**config.mk**
```make
export PLATFORM = sky130hd
export DESIGN_NAME = itcm_arbiter
export DESIGN_NICKNAME = d
export VERILOG_FILES = /design/src/rtl/itcm_arb_pkg.sv /design/src/rtl/itcm_starve_cnt.sv /design/src/rtl/itcm_arbiter.sv
export SDC_FILE = /design/constraint.sdc
export NUM_CORES = 1
export LEC_CHECK = 0
export ABC_AREA = 1
export CORE_AREA = 3 3 98 100
export CTS_BUF_LIST = sky130_fd_sc_hd__clkbuf_8 sky130_fd_sc_hd__clkbuf_16
export DETAILED_ROUTE_END_ITERATION = 16
export DIE_AREA = 0 0 101 103
export DONT_BUFFER_PORTS = 1
export GPL_TIMING_DRIVEN = 0
export SYNTH_ARGS = -nofsm -noshare
export SYNTH_HDL_FRONTEND = slang
export SYNTH_HIERARCHICAL = 1
export SYNTH_SLANG_ARGS = --single-unit
```
**constraint.sdc**
```tcl
create_clock -name clk -period 5.2 [get_ports clk]
set_input_delay 1.56 -clock clk [delete_from_list [all_inputs] [get_ports clk]]
set_output_delay 1.56 -clock clk [all_outputs]
set_load 0.02 [all_outputs]
```
**src/rtl/itcm_arb_pkg.sv**
```systemverilog
// rtl/itcm_arb_pkg.sv - shared types and defaults for the ITCM arbiter
package itcm_arb_pkg;

  localparam int DEF_MAX_STARVE = 4;
  localparam int DEF_MEM_AW     = 14;

  // Owner of the read response returning next cycle; encodings are shared
  // with the debug loader, so keep the values stable.
  typedef enum logic [1:0] {
    OWN_NONE = 2'd0,
    OWN_IF   = 2'd1,
    OWN_D    = 2'd2
  } owner_e;

  // Who receives the read data launched by this cycle's grant.
  function automatic owner_e next_owner(input logic if_gnt, input logic d_gnt, input logic d_we);
    if (if_gnt) begin
      return OWN_IF;
    end else if (d_gnt && !d_we) begin
      return OWN_D;
    end
    return OWN_NONE;
  endfunction

endpackage

```
**src/rtl/itcm_starve_cnt.sv**
```systemverilog
// rtl/itcm_starve_cnt.sv - saturating count of consecutive denied fetch cycles
module itcm_starve_cnt
  import itcm_arb_pkg::*;
#(
  parameter int MAX_STARVE = DEF_MAX_STARVE
) (
  input  logic clk_i,
  input  logic rst_ni,
  input  logic if_req_i,
  input  logic if_gnt_i,
  output logic force_o
);

  localparam int              CW    = $clog2(MAX_STARVE + 1);
  localparam logic [CW-1:0]   MAX_C = CW'(MAX_STARVE);

  logic [CW-1:0] cnt_q;
  logic [CW-1:0] cnt_d;

  // Count only while fetch is asking and losing; any grant or idle clears it.
  always_comb begin
    cnt_d = '0;
    if (if_req_i && !if_gnt_i) begin
      cnt_d = (cnt_q == MAX_C) ? MAX_C : cnt_q + 1'b1;
    end
  end

  // Counter register, cleared immediately by reset.
  always_ff @(posedge clk_i or negedge rst_ni) begin
    if (!rst_ni) begin
      cnt_q <= '0;
    end else begin
      cnt_q <= cnt_d;
    end
  end

  assign force_o = (cnt_q == MAX_C);

endmodule

```
**src/rtl/itcm_arbiter.sv**
```systemverilog
// rtl/itcm_arbiter.sv - fetch/data arbiter for the single-port synchronous ITCM
module itcm_arbiter
  import itcm_arb_pkg::*;
#(
  parameter int ADDR_W     = 32,
  parameter int MEM_AW     = DEF_MEM_AW,
  parameter int MAX_STARVE = DEF_MAX_STARVE
) (
  input  logic              clk,
  input  logic              reset,
  input  logic              if_req,
  input  logic [ADDR_W-1:0] if_addr,
  output logic              if_gnt,
  output logic              if_rvalid,
  output logic [31:0]       if_rdata,
  input  logic              d_req,
  input  logic              d_we,
  input  logic [3:0]        d_be,
  input  logic [ADDR_W-1:0] d_addr,
  input  logic [31:0]       d_wdata,
  output logic              d_gnt,
  output logic              d_rvalid,
  output logic [31:0]       d_rdata,
  output logic              mem_en,
  output logic [3:0]        mem_we,
  output logic [MEM_AW-1:0] mem_addr,
  output logic [31:0]       mem_wdata,
  input  logic [31:0]       mem_rdata
);

  logic              starve_force;
  logic              fetch_wins;
  logic [MEM_AW-1:0] if_waddr;
  logic [MEM_AW-1:0] d_waddr;
  owner_e            owner_q;
  owner_e            owner_d;

  // Upper address bits alias into the ITCM and the byte offset is dropped.
  logic unused_addr_bits;
  assign unused_addr_bits = ^{if_addr[ADDR_W-1:MEM_AW+2], if_addr[1:0],
                              d_addr[ADDR_W-1:MEM_AW+2], d_addr[1:0]};

  assign if_waddr = if_addr[MEM_AW+1:2];
  assign d_waddr  = d_addr[MEM_AW+1:2];

  // Data side wins contention unless fetch has been starved long enough.
  assign fetch_wins = if_req & (~d_req | starve_force);
  assign if_gnt     = reset & fetch_wins;
  assign d_gnt      = reset & d_req & ~fetch_wins;

  itcm_starve_cnt #(
    .MAX_STARVE (MAX_STARVE)
  ) u_starve_cnt (
    .clk_i    (clk),
    .rst_ni   (reset),
    .if_req_i (if_req),
    .if_gnt_i (if_gnt),
    .force_o  (starve_force)
  );

  // Steer the winning request onto the memory port; idle port drives zeros.
  always_comb begin
    mem_en    = if_gnt | d_gnt;
    mem_we    = '0;
    mem_addr  = '0;
    mem_wdata = reset ? d_wdata : '0;
    if (if_gnt) begin
      mem_addr = if_waddr;
    end else if (d_gnt) begin
      mem_addr = d_waddr;
      if (d_we) begin
        mem_we = d_be;
      end
    end
  end

  // Remember which requester owns the read data arriving next cycle.
  always_comb begin
    owner_d = next_owner(if_gnt, d_gnt, d_we);
  end

  // Owner register; reset drops any response still in flight.
  always_ff @(posedge clk or negedge reset) begin
    if (!reset) begin
      owner_q <= OWN_NONE;
    end else begin
      owner_q <= owner_d;
    end
  end

  assign if_rvalid = (owner_q == OWN_IF);
  assign d_rvalid  = (owner_q == OWN_D);
  assign if_rdata  = if_rvalid ? mem_rdata : 32'h0;
  assign d_rdata   = d_rvalid  ? mem_rdata : 32'h0;

endmodule

```
## Yosys cells after proc, flatten, opt, wreduce, memory -nomap -nowiden

Index checks and enable logic that the tools add are counted.

| operators by class | value |
|---|---|
| add/sub/neg operators | 1 |
| equal/unequal tests | 3 |
| mux-type cells | 15 |
| bitwise operators | 8 |
| reductions and logical operators | 4 |

Operator list:

| cell | count |
|---|---|
| $mux W32 | 3 |
| $mux W14 | 2 |
| $mux W4 | 3 |
| $mux W2 | 3 |
| $mux W3 | 2 |
| $and A1 B1 Y1 | 4 |
| $add A3 B1 Y3 const B | 1 |
| $eq A3 B3 Y1 const B | 1 |
| $eq A2 B1 Y1 const B | 1 |
| $eq A2 B2 Y1 const B | 1 |
| $logic_and A1 B1 Y1 | 2 |
| $logic_not A1 Y1 | 2 |
| $mux W1 | 2 |
| $not A1 Y1 | 2 |
| $or A1 B1 Y1 | 2 |

| storage, ports and cells | value |
|---|---|
| register bits after elaboration | 5 |
| bits of input ports | 137 |
| output and inout port bits | 119 |
| logic and storage cells | 33 |

## Logic depth before layout (Yosys ltp)

Gate-level depths: netlist of the first run.

| logic depth | value |
|---|---|
| depth in word-level cells | 9 |
| mapped depth | 12 |

## By module

Netlist of the first run, hierarchy kept.

Modules (own cells, without submodules):

| module | times used | cells an instance | area an instance (µm²) | sequential area each (µm²) |
|---|---|---|---|---|
| itcm_arbiter | 1 | 244 | 1260.0 | 50.0 |
| itcm_starve_cnt | 1 | 23 | 170.2 | 75.1 |

## Worst setup path before layout of the first run

OpenSTA, ideal clock, no wires.

| path | value |
|---|---|
| path type | input to output |
| start | input d_req |
| end | output if_gnt |
| arrival | 2.345 ns |
| slack | 1.295 ns |
| stages on the path | 4 |
| buffers on the path | 1 |
| cell sequence | nand2_1 > nand2_2 > buf_4 > nor2_1 |

| on the way | value |
|---|---|
| longest elaborated chain between the ends | 4 |

RTL lines:

| item | line | text |
|---|---|---|
| start, declared | itcm_arbiter.sv:16 | `input logic d_req,` |
| $not A1 Y1 | itcm_arbiter.sv:47 | `assign fetch_wins = if_req & (~d_req \| starve_force);` |
| $or A1 B1 Y1 | itcm_arbiter.sv:47 |  |
| $and A1 B1 Y1 | itcm_arbiter.sv:47 |  |
| $and A1 B1 Y1 | itcm_arbiter.sv:48 | `assign if_gnt = reset & fetch_wins;` |
| end, declared | itcm_arbiter.sv:13 | `output logic if_gnt,` |

No other way between the ends.

## Final worst setup path of the first run

Ends and elaborated chain as after synthesis.

==> results of run 1 <==
## per-layer routing
layer	vias up	routed length, um	share of wire, %	track usage, %
li1	762	-	-	-
met1	686	1780	31	7.50
met2	153	3220	57	20.2
met3	4	591	10	2.03
met4	0	90	1.6	3.07
met5	-	0	0	0
## logic make-up after synthesis
| group | Yosys count | synth area share (%) |
|---|---|---|
| DFF | 5 | 8.75 |
| AOI/OAI and AO/OA | 1 | 0.350 |
| buffers and inverters | 95 | 29.8 |
| and+or+nand+nor | 164 | 59.3 |
| adders and majority gates | 2 | 1.75 |
## registers in the layout, indices dropped and copies added (netlist names)
| signal | count |
|---|---|
| u_starve_cnt/cnt_q | 3 |
| owner_q | 2 |
## worst reg2reg max path, stage by stage (launching register included)
cell,delay [ns]
dfrtp_1,0.37
inv_1,0.08
ha_1,0.17
nand2_1,0.07
inv_1,0.06
inv_1,0.03
nand2_1,0.16
nand2_2,0.16
buf_4,0.21
nor2_1,0.56
nor2_2,0.11
inv_1,0.10
nor2_1,0.05
## cell usage after synthesis
master,count,share of area (%)
buf_4,2,1.0
buf_2,9,3.1
nand3_1,14,4.9
nand2_2,1,0.44
buf_8,1,1.0
nor2_1,45,12
buf_6,1,0.79
nand2_1,59,15
dfrtp_1,5,8.7
inv_1,79,21
buf_12,2,2.8
nor2_4,20,16
nor2_2,10,4.4
or2_1,1,0.44
nand4_1,14,6.1
ha_1,2,1.7
o21ai_0,1,0.35
clkbuf_1,1,0.26
## path summary, 6_finish.rpt
kind | start | endpoint | depth (start not counted)
setup / recovery | d_req | if_gnt | 4
hold / removal | u_starve_cnt/cnt_q[0] | u_starve_cnt/cnt_q[0] | 3
setup reg to reg | u_starve_cnt/cnt_q[0] | u_starve_cnt/cnt_q[1] | 12
hold reg to reg | u_starve_cnt/cnt_q[0] | u_starve_cnt/cnt_q[0] | 3
max in group asynchronous | reset | owner_q[1] | 0
min in group asynchronous | reset | u_starve_cnt/cnt_q[2] | 0
## per-stage QoR
step | std cells | hold slack (ns) | instance area (um2)
after floorplan | 267 | 0.502 | 1430
after global placement | 375 | 0.513 | 1570
after detailed placement | 375 | 0.530 | 1570
after CTS | 379 | 0.536 | 1610
after global routing | 379 | 0.588 | 1610
final | 379 | 0.539 | 1610
## layout make-up
class / instances / area (um2) / share of cell area [%]
flip-flops and latches: 5 / 125 / 7.77
clock buffers: 3 / 41.3 / 2.56
inverters: 79 / 297 / 18.4
clock inverters: 1 / 3.75 / 0.233
plain buffers: 16 / 130 / 8.08
well taps: 108 / 135 / 8.39
multi-input cells: 167 / 878 / 54.5
## power breakdown
| part | leakage [nW] | internal [mW] | switching [mW] |
|---|---|---|---|
| combinational | 0.971 | 0.0277 | 0.105 |
| sequential | 0.0668 | 0.0417 | 0.00136 |
| clock | 0.0269 | 0.0504 | 0.0166 |
## layout by cell type, fill, tap and decap left out
cell      count
buf_2         9
clkbuf_8      3
nor2_4       20
nand2_1      59
nand2_2       1
ha_1          2
nor2_1       45
o21ai_0       1
nand4_1      14
dfrtp_1       5
inv_1        80
buf_6         1
nand3_1      14
buf_8         1
buf_4         2
nor2_2       10
buf_12        2
clkbuf_1      1
or2_1         1
==> results.ini, run 1 <==
[worst_setup_path]
cp.buffers_inverters=1
crit_path_start_kind=input pin
worstPathRequired_ns=3.64
crit_family=simple AND/OR/NAND/NOR gates
max_stage_delay_ns=0.56
slowest_stage=nor2_1
crit_type=in -> out
crit_chain=nand2_1 > nand2_2 > buf_4 > nor2_1
path_max_fanout=10
ff2ff_setup_slack_ns=2.96
critPathCaptureType=output pin
cp.arrival_ns=2.65

[yosys]
synthesis.area_um2=1430
syn_area_per_cell_um2=5.36
synth_nets=406
synthCells=267
seq_area_frac_synth_pct=8.75
synth.distinct_cells=18
yosys_warnings=6
synth-seq-cells=5

[sta]
slew_viol_final=0
max-slew-margin-rel_pct=40.0
worst_pin_slew_ns=0.890
rsz0062_at_grt=false
period_needed_ns=4.21
finalSetupViolations=0
setup_slack_ns=0.993
fin_skew_ns=0.00145
max_freq_ghz=0.238
tns_ns=0
hold_viol_final=0
min_period_over_period_pct=80.9

[clock_network]
postCtsSetupRepairBufs=0
cts_sinks=5
clkTransAtPathRegs_ns=0.03
cts_tree=done
clock-root-buffer=clkbuf_8
numCtsBuffers=3
post_cts_resized=0
htreeDepth=1
worstSkewPairLatency_ns=0.22
ctsHoldBuffers=0
cts_buffer_depth=2

[floorplan]
coreArea_um2=8760
die_area_um2=10400
num_rows=34
die_y_um=103
die_x_um=101
start_util_pct=16.3
io_pins=256

[finish]
layout-drive-gt1-share_pct=18.1
nets=411
fin_util_pct=18.4
fill_cells=1000
area_delta_synth_final_pct=12.6
antenna_cells=0

[status]
status=finished clean

[detailed_routing]
first_pass_iters=4
ant_nets=0
drt-total-wl_um=5680
drc=0
drtIter0Drc=26
dr_total_vias=1605
post_drt_wl_per_cell_um=15.0
routed_via_density=4.23

[placement]
io_buffers=0
dp_slack_ns=0.973
gp_congestion=0.762
dp_hpwl_um=5250

[grt]
grt-ovfl-total=0
antenna_found_initial=0
grt_pass1_wl_um=7050
grt_max_degree=11
grt_usage_pct=9.06
grt_pass1_vias=1348

[pwr]
leakagePower_nw=1.06
powerDensity_nw_per_um2=151
power_mw=0.243
vdd_drop_max_mv=0.0762

[flow_run]
drv_cap=0

[hold_path]
worst_hold_path_type=reg -> reg

Note: power is estimated with default switching activity, not from simulation.
==> inputs of run 2 (changes only) <==
- clock period: 5.2 -> 4 ns (I/O delays scaled with it)
==> results of run 2 <==
Same layout as run 1 (identical final DEF). Status: finished clean.
Among the figures that moved: setup slack after placement 0.973 ns -> 0.493 ns; setup slack after layout 0.993 ns -> 0.513 ns; register-to-register setup slack 2.96 ns -> 1.76 ns; total power 0.243 mW -> 0.316 mW; worst IR drop on VDD 0.0762 mV -> 0.0990 mV
